$ cat src/rtl/preg_pkg.sv
// preg_pkg
// Shared definitions for the P-register write/RMW arbiter:
//   PW       - default P-register width
//   OP_*     - requester opcodes (write, increment, decrement, add)
//   state_t  - arbiter FSM state encoding
package preg_pkg;

    localparam int PW = 12;

    localparam logic [1:0] OP_WR  = 2'b00;  // P := data
    localparam logic [1:0] OP_INC = 2'b01;  // P := P + 1
    localparam logic [1:0] OP_DEC = 2'b10;  // P := P - 1
    localparam logic [1:0] OP_ADD = 2'b11;  // P := P + data

    typedef enum logic [1:0] {
        ST_IDLE  = 2'd0,
        ST_READ  = 2'd1,
        ST_WRITE = 2'd2
    } state_t;

endpackage

$ cat src/rtl/rr_arbiter.sv
// rr_arbiter
// Combinational round-robin selector. The search starts at requester `rr`
// and wraps around, so the requester at the pointer has highest priority.
// Ports:
//   req    in  NREQ  request vector
//   rr     in  IW    priority pointer (always < NREQ)
//   grant  out NREQ  one-hot grant (all zero when no request)
//   idx    out IW    index of the granted requester
//   any    out 1     at least one request present
module rr_arbiter #(
    parameter int NREQ = 3,
    parameter int IW   = (NREQ > 1) ? $clog2(NREQ) : 1
) (
    input  logic [NREQ-1:0] req,
    input  logic [IW-1:0]   rr,
    output logic [NREQ-1:0] grant,
    output logic [IW-1:0]   idx,
    output logic            any
);

    always_comb begin
        int cand;
        grant = '0;
        idx   = '0;
        any   = 1'b0;
        cand  = 0;
        for (int k = 0; k < NREQ; k++) begin
            // Rotate the search origin to the pointer; rr < NREQ so one
            // subtraction is enough to wrap.
            cand = int'(rr) + k;
            if (cand >= NREQ) begin
                cand = cand - NREQ;
            end
            if (!any && req[cand]) begin
                any         = 1'b1;
                idx         = IW'(cand);
                grant[cand] = 1'b1;
            end
        end
    end

endmodule

$ cat src/rtl/preg_write_arbiter.sv
// preg_write_arbiter
// Shares the P-register file write port (pselw/wep/d12) and read port 1
// (psel1/qp1) among NREQ requesters. A granted request is either a plain
// write (IDLE -> WRITE) or a read-modify-write (IDLE -> READ -> WRITE).
// Grants rotate round-robin; the pointer advances past each completed winner.
// Ports:
//   clk, rst  clock and asynchronous active-high reset
//   req       per-requester request, held until its ack
//   op        per-requester opcode, slice i = op[2i+1:2i]
//   sel       per-requester target register, slice i = sel[2i+1:2i]
//   data      per-requester write value / addend, slice i = data[PW*i +: PW]
//   ack       one-hot completion pulse (WRITE cycle)
//   result    value written, meaningful in the ack cycle
//   busy      FSM outside IDLE
//   pselw     register-file write select
//   wep       register-file write enable
//   d12       register-file write data
//   psel1     register-file read port 1 select
//   qp1       register-file read port 1 data (combinational from psel1)
module preg_write_arbiter #(
    parameter int NREQ = 3,
    parameter int PW   = preg_pkg::PW
) (
    input  logic                 clk,
    input  logic                 rst,
    input  logic [NREQ-1:0]      req,
    input  logic [2*NREQ-1:0]    op,
    input  logic [2*NREQ-1:0]    sel,
    input  logic [PW*NREQ-1:0]   data,
    output logic [NREQ-1:0]      ack,
    output logic [PW-1:0]        result,
    output logic                 busy,
    output logic [1:0]           pselw,
    output logic                 wep,
    output logic [PW-1:0]        d12,
    output logic [1:0]           psel1,
    input  logic [PW-1:0]        qp1
);

    import preg_pkg::*;

    localparam int IW = (NREQ > 1) ? $clog2(NREQ) : 1;

    state_t              state;
    state_t              state_nxt;
    logic [IW-1:0]       rr;
    logic [IW-1:0]       win_idx;
    logic [NREQ-1:0]     win_oh;
    logic [1:0]          op_l;
    logic [1:0]          sel_l;
    logic [PW-1:0]       wval;

    logic [NREQ-1:0]     gnt;
    logic [IW-1:0]       gnt_idx;
    logic                gnt_any;
    logic [1:0]          op_g;
    logic [1:0]          sel_g;
    logic [PW-1:0]       data_g;

    // Modulo-2^PW update; carry and borrow simply fall off the top.
    function automatic logic [PW-1:0] rmw_value(
        input logic [1:0]    opc,
        input logic [PW-1:0] cur,
        input logic [PW-1:0] addend
    );
        logic [PW-1:0] v;
        case (opc)
            OP_INC:  v = cur + PW'(1);
            OP_DEC:  v = cur - PW'(1);
            OP_ADD:  v = cur + addend;
            default: v = addend;
        endcase
        return v;
    endfunction

    function automatic logic [IW-1:0] next_rr(input logic [IW-1:0] cur);
        logic [IW-1:0] n;
        if (cur == IW'(NREQ - 1)) begin
            n = '0;
        end else begin
            n = cur + IW'(1);
        end
        return n;
    endfunction

    rr_arbiter #(
        .NREQ (NREQ),
        .IW   (IW)
    ) u_rr (
        .req   (req),
        .rr    (rr),
        .grant (gnt),
        .idx   (gnt_idx),
        .any   (gnt_any)
    );

    // Fields of the requester currently winning arbitration.
    always_comb begin
        int gi;
        gi     = int'(gnt_idx);
        op_g   = op[2*gi +: 2];
        sel_g  = sel[2*gi +: 2];
        data_g = data[PW*gi +: PW];
    end

    always_comb begin
        state_nxt = state;
        case (state)
            ST_IDLE: begin
                if (gnt_any) begin
                    state_nxt = (op_g == OP_WR) ? ST_WRITE : ST_READ;
                end
            end
            ST_READ:  state_nxt = ST_WRITE;
            ST_WRITE: state_nxt = ST_IDLE;
            default:  state_nxt = ST_IDLE;
        endcase
    end

    // wval holds the raw data from grant until READ replaces it with the
    // modified value, so it doubles as the addend for ADD.
    always_ff @(posedge clk or posedge rst) begin
        if (rst) begin
            state   <= ST_IDLE;
            rr      <= '0;
            win_idx <= '0;
            win_oh  <= '0;
            op_l    <= OP_WR;
            sel_l   <= '0;
            wval    <= '0;
        end else begin
            state <= state_nxt;
            case (state)
                ST_IDLE: begin
                    if (gnt_any) begin
                        win_idx <= gnt_idx;
                        win_oh  <= gnt;
                        op_l    <= op_g;
                        sel_l   <= sel_g;
                        wval    <= data_g;
                    end
                end
                ST_READ: begin
                    wval <= rmw_value(op_l, qp1, wval);
                end
                ST_WRITE: begin
                    rr <= next_rr(win_idx);
                end
                default: begin
                end
            endcase
        end
    end

    // Outputs decode straight from state so reset removes wep/ack at once.
    assign wep    = (state == ST_WRITE);
    assign busy   = (state != ST_IDLE);
    assign ack    = (state == ST_WRITE) ? win_oh : '0;
    assign result = wval;
    assign d12    = wval;
    assign pselw  = sel_l;
    assign psel1  = sel_l;

endmodule

$ cat config.mk
export PLATFORM = sky130hd
export DESIGN_NAME = preg_write_arbiter
export DESIGN_NICKNAME = d
export VERILOG_FILES = /design/src/rtl/preg_pkg.sv /design/src/rtl/rr_arbiter.sv /design/src/rtl/preg_write_arbiter.sv
export SDC_FILE = /design/constraint.sdc
export NUM_CORES = 1
export LEC_CHECK = 0
export BUFFER_PORTS_ARGS = -buffer_cell sky130_fd_sc_hd__clkbuf_2
export CAP_MARGIN = 5
export CORE_MARGIN = 2
export CORE_UTILIZATION = 45
export CTS_CLUSTER_SIZE = 8
export DETAILED_ROUTE_END_ITERATION = 8
export PLACE_DENSITY = 0.74
export SYNTH_ARGS = -nofsm -noshare
export SYNTH_HDL_FRONTEND = slang
export SYNTH_SLANG_ARGS = --single-unit
$ cat constraint.sdc
create_clock -name clk -period 3.4 [get_ports clk]
set_input_delay 0.17 -clock clk [delete_from_list [all_inputs] [get_ports clk]]
set_output_delay 0.17 -clock clk [all_outputs]
set_load 0.01 [all_outputs]
### Word-level counts from Yosys, hierarchy flattened

Cells that the tools add are included.

| word-level totals | value |
|---|---|
| register bits after elaboration | 25 |
| input bits | 65 |
| output and inout port bits | 33 |
| word-level logic and storage cells | 87 |

| cells by class | value |
|---|---|
| add/subtract/negate cells | 9 |
| multipliers | 1 |
| $lt $le $gt $ge | 9 |
| equality and inequality tests | 8 |
| shifts and indexed selects | 3 |
| muxes and demuxes | 35 |
| bitwise logic cells | 2 |
| reductions and logical operators | 13 |

Operators with widths:

| operator | number |
|---|---|
| $ge A32 B1 Y1 const B | 3 |
| $lt A32 B4 Y1 const B | 3 |
| $mux W32 | 3 |
| $ge A32 B3 Y1 const B | 2 |
| $sub A32 B3 Y32 const B | 2 |
| $pmux W12 S3 | 1 |
| $shiftx A36 B7 Y12 | 1 |
| $pmux W12 S2 | 1 |
| $add A12 B1 Y12 const B | 1 |
| $add A12 B12 Y12 | 1 |
| $mux W1 | 12 |
| $mux W12 | 1 |
| $mux W2 | 6 |
| $mux W3 | 4 |
| $shiftx A6 B4 Y2 | 2 |
| $sub A12 B1 Y12 const B | 1 |
| $eq A2 B2 Y1 const B | 4 |
| $bmux W1 S2 | 3 |
| $demux W1 S2 | 3 |
| $or A3 B3 Y3 | 2 |
| $logic_and A1 B1 Y1 | 5 |
| $eq A2 B1 Y1 const B | 2 |
| $logic_not A2 Y1 | 2 |
| $mul A2 B2 Y4 const A | 1 |
| 12 further kinds | 14 |

### Logic depth before layout (Yosys ltp)

| depth | value |
|---|---|
| depth in word-level cells | 17 |
| gate-level depth with buffers | 14 |
| gate-level depth less buffers | 13 |

### Hierarchy

A second synthesis with hierarchy kept.

| unflattened totals | value |
|---|---|
| cells, all modules | 309 |
| area, all modules | 2,552.4 um^2 |

By module, submodules not included:

| module | instances | cells each | area an instance (um^2) | sequential area each (um^2) |
|---|---|---|---|---|
| preg_write_arbiter | 1 | 257 | 2,170.8 | 625.6 |
| rr_arbiter | 1 | 52 | 381.6 | 0.0 |

### Worst setup path before layout

No wires, ideal clock.

| timing | value |
|---|---|
| kind | reg2reg |
| from | register op_l[1] |
| to | register wval[11] (netlist: d12[11]) |
| library setup time | 0.126 ns |
| arrival time | 2.910 ns |
| required time | 3.274 ns |
| slack | 0.364 ns |
| cell stages (with the launch flop) | 14 |
| buffers on the path | 1 |
| clock period less this slack | 3.036 ns |
| cell sequence | dfrtp_1 -> ha_1 -> nor2_1 -> nor2b_1 -> clkbuf_1 -> a21oi_1 -> inv_1 -> ha_1 -> a21o_2 -> a2111o_1 -> a31oi_1 -> a21oi_1 -> xnor2_1 -> a221o_1 |

| between the ends | value |
|---|---|
| word-level cells in the longest chain between the ends | 3 |
| elaborated cells between the ends (all ways) | 7 |
| classes of those cells | eq/ne (4); mux (2); reduce/logical (1) |

Ends and longest elaborated chain:

| item | line | source |
|---|---|---|
| start, declared | preg_write_arbiter.sv:49 | `logic [1:0] op_l;` |
| start signal, assigned | preg_write_arbiter.sv:138 | `op_l <= op_g;` |
| $eq A2 B2 Y1 or $eq A2 B1 Y1 (tied branches) | preg_write_arbiter.sv:67 | `case (opc)` |
| $pmux W12 S3 or $ne A4 B1 Y1 (tied branches) | - |  |
| $pmux W12 S2 or $reduce_and A3 Y1 (tied branches) | - |  |
| end signal, assigned | preg_write_arbiter.sv:140 | `wval <= data_g;` |
| end signal, assigned | preg_write_arbiter.sv:144 | `wval <= rmw_value(op_l, qp1, wval);` |
| end, declared | preg_write_arbiter.sv:51 | `logic [PW-1:0] wval;` |

Parallel ways exist; a longest one is shown, timed or not.
A chain may end at the register's enable or synchronous reset.

### Worst setup path after layout

Ends and elaborated chain as after synthesis.

==> results by group <==
STA
  • Final hold vios: 0
  • Fmax: 0.3083 GHz
  • Hold_ws: 0.1043 ns
  • Endpoints failing setup: 0
  • RSZ-0062 raised after global routing: false
  • Clock skew: 0.002162 ns
  • Fin. max-slew vios: 0
  • Setup TNS: 0 ns
  • Worst slew pin tran: 1.043 ns
  • Final period util: 0.9539
  • Min cycle time layout: 3.243 ns
  • Slew headroom: 0.3042

Power and ir drop
  • Clk pwr share: 0.065
  • Switch Pwr: 1.483 mW
  • Leakage: 1.633 nW
  • Worst vdd ir: 331.6 uV
  • Tot Pwr: 2.979 mW
  • Switching share of power: 0.4979
  • Comb pwr share: 0.733
  • Pwr per Cell Area: 992.5 mW/mm^2
  • Part of the power in registers: 0.202
  • Internal: 1.496 mW

Routing
  • Vias: 2478
  • Final Routed Wirelength: 6.751 mm
  • DRC: 0
  • Vias per cell: 5.594
  • DRT Pass-1 Iters: 4
  • Drt wl/cell: 15.24 um
  • Antenna Nets Post-Route: 0
  • First DRT Iteration DRCs: 98

Final layout
  • FILL cells: 526
  • ANT cells: 0
  • Register area: 625.6 um^2
  • Fraction of layout cells with a size suffix above 1: 0.3369
  • Layout Cells excl Fill: 443
  • Final nets: 457
  • Synth-to-Final Area Change: 17.31%
  • Area of the multi-input gates: 0.001677 mm^2
  • Util after Layout: 0.5451

Yosys
  • Top post-synthesis cells by count: 25 x dfrtp_1, 25 x nor2_1, 23 x o21ai_0, 19 x ha_1
  • Synth area leader: dfrtp_1
  • Post-synth EDFFs: 0
  • Async S/R FF share, synth: 1.000
  • Post-Syn Nets: 380
  • Post-synth top flop: dfrtp_1
  • Netlist Area Pre-Place: 0.002559 mm^2
  • Top cell type's share of synthesized area: 0.2445
  • Cells after synthesis: 295
  • Synth warnings: 0
  • Syn_area_per_cell: 8.674 um^2
  • Synth cell types: 60
  • Register area share after synthesis: 0.2445
  • #FFs+latches synth: 25
  • Synth area leaders: dfrtp_1 24%, ha_1 9.3%, mux2i_1 5.9%

Critical path
  • Slowest CP cell: a2111o_1
  • Internal reg-to-reg setup slack: 0.16 ns
  • CP endpoint: d12[11]
  • Most repeated library cell on the critical path: ha_1
  • WP data arrival: 3.42 ns
  • Crit path cell chain: ha_1 -> nor2_1 -> nor2b_2 -> a21o_1 -> ha_1 -> and3_1 -> a2111o_1 -> a31oi_2 -> a21oi_1 -> xnor2_1 -> a221o_1
  • Crit path launch type: flip-flop
  • CP endpoint kind: flip-flop
  • R2R Path Start: op_l[1]
  • Cell count of the worst reg-to-reg path: 11
  • Setup CP Type: reg2reg
  • Req. time, crit path: 3.57 ns
  • R2r endpoint: d12[11]
  • CP startpoint: op_l[1]
  • Max stage delay on crit path: 0.48 ns
  • Crit-path max FO: 10

Global routing
  • First-pass GRT wire length: 10.76 mm
  • Global route total overflow: 0
  • Largest net degree at the start of global routing: 26
  • Initial antenna violation count: 0
  • Number of global-route vias before repair: 2274
  • Total Routing Usage GR: 0.2153

Placed design
  • Final GP Congestion: 0.8919
  • Detail Placement HPWL: 5.270 mm
  • Placed cells: 439
  • I/O Buffers: 97

Hold path
  • Hold crit path type: in2async

Run
  • Max Cap Viol: 0

Clock network
  • Reg clk slew, reported paths: 0.10 ns
  • CTS max path bufs: 2
  • Clock Tree Root: clkbuf_8
  • Num CTS Buffers: 3
  • Postcts setup bufs: 0
  • H-Tree Depth: 1
  • Clock sink count: 25
  • Clk Latency, worst-skew pair: 0.28 ns
  • CTS tree: done

Floorplanning
  • Cell Rows: 27
  • Die width: 79.41 um
  • Full die area: 0.006305 mm^2
  • # IOs: 98
  • Die Ht: 79.41 um
  • Core box area: 0.005507 mm^2
  • Initial Utilization: 0.4647

Outcome
  • Outcome: complete, no violations
-- per-stage QoR --
| stage | area [um^2] | setup slack [ns] |
|---|---|---|
| after global routing | 3002 | 0.03499 |
| after global placement | 2942 | 0.1904 |
| after CTS | 2989 | 0.04031 |
| final | 3002 | 0.1568 |
| after floorplan | 2559 | 0.3644 |
| after detailed placement | 2942 | 0.02543 |
-- timing repair --
action | 4_1_cts | 5_1_grt
setup endpoints to repair | 1 | 2
pin swaps | 0 | 0
hold buffers | 0 | 0
resized for setup | 1 | 3
-- routing by layer --
metal,GRT usage,vias up,share of wire
met1,0.2907,1173,0.46
met4,0.05862,0,0.015
met5,0,-,0
met3,0.02376,9,0.042
met2,0.3661,81,0.48
li1,-,1215,-
-- layout make-up --
| type | instances | share of cell area |
|---|---|---|
| Multi-Input combinational cell | 229 | 0.5586 |
| Sequential cell | 25 | 0.2084 |
| Timing Repair Buffer | 102 | 0.1742 |
| Tap cell | 72 | 0.03001 |
| Clock buffer | 4 | 0.01501 |
| Inverter | 11 | 0.01376 |
-- power groups by stage --
stage / clock network, mW / registers, mW / logic [mW]
CTS: 0.194 / 0.602 / 2.17
floorplan: 0 / 0.607 / 1.77
global placement: 0 / 0.601 / 2.11
global route: 0.200 / 0.623 / 2.44
detailed placement: 0 / 0.607 / 2.15
finish: 0.193 / 0.603 / 2.18
-- state kept, by name, summed over array words and instances, names as in the netlist --
signal   cells
d12         12
rr           2
state        2
psel1        2
win_idx      2
win_oh       3
op_l         2
-- worst min path at each step --
stage	endpoint	from
finish	rr[1]	rst
global route	rr[1]	rst
CTS	rr[1]	rst
detailed placement	rr[1]	rst
global placement	win_oh[1]	rst
floorplan	d12[0]	rst
-- critical path: cells and delay by family, from the launching register on --
family / cells / cell delay, ns
AO/OA/AOI/OAI: 5 / 1.31
AND/OR/NAND/NOR: 3 / 0.66
adder cells (fa/ha/maj): 2 / 0.58
flip-flops: 1 / 0.45
XOR/XNOR: 1 / 0.13
-- cell usage in the layout (no fill, tap or decap), types with 4 or more instances in the layout --
cell type  count
clkbuf_2      97
inv_1         11
ha_1          19
dfrtp_1       25
buf_4          5
o22a_1         4
nor2b_1        6
nor2_1        24
o21ai_0       23
mux2i_1       15
xnor2_1        7
nand2_1       17
a21o_1        18
a211oi_1       7
a21oi_1       17
-- cell families after synthesis --
group	synth area share
XOR/XNOR	0.03081
AO/OA/AOI/OAI	0.2778
flip-flops	0.2445
AND/OR/NAND/NOR	0.1682
buffers and inverters	0.1061
multiplexers	0.07188
adder cells (fa/ha/maj)	0.1007
No activity file was read; power rests on OpenSTA's default activity.
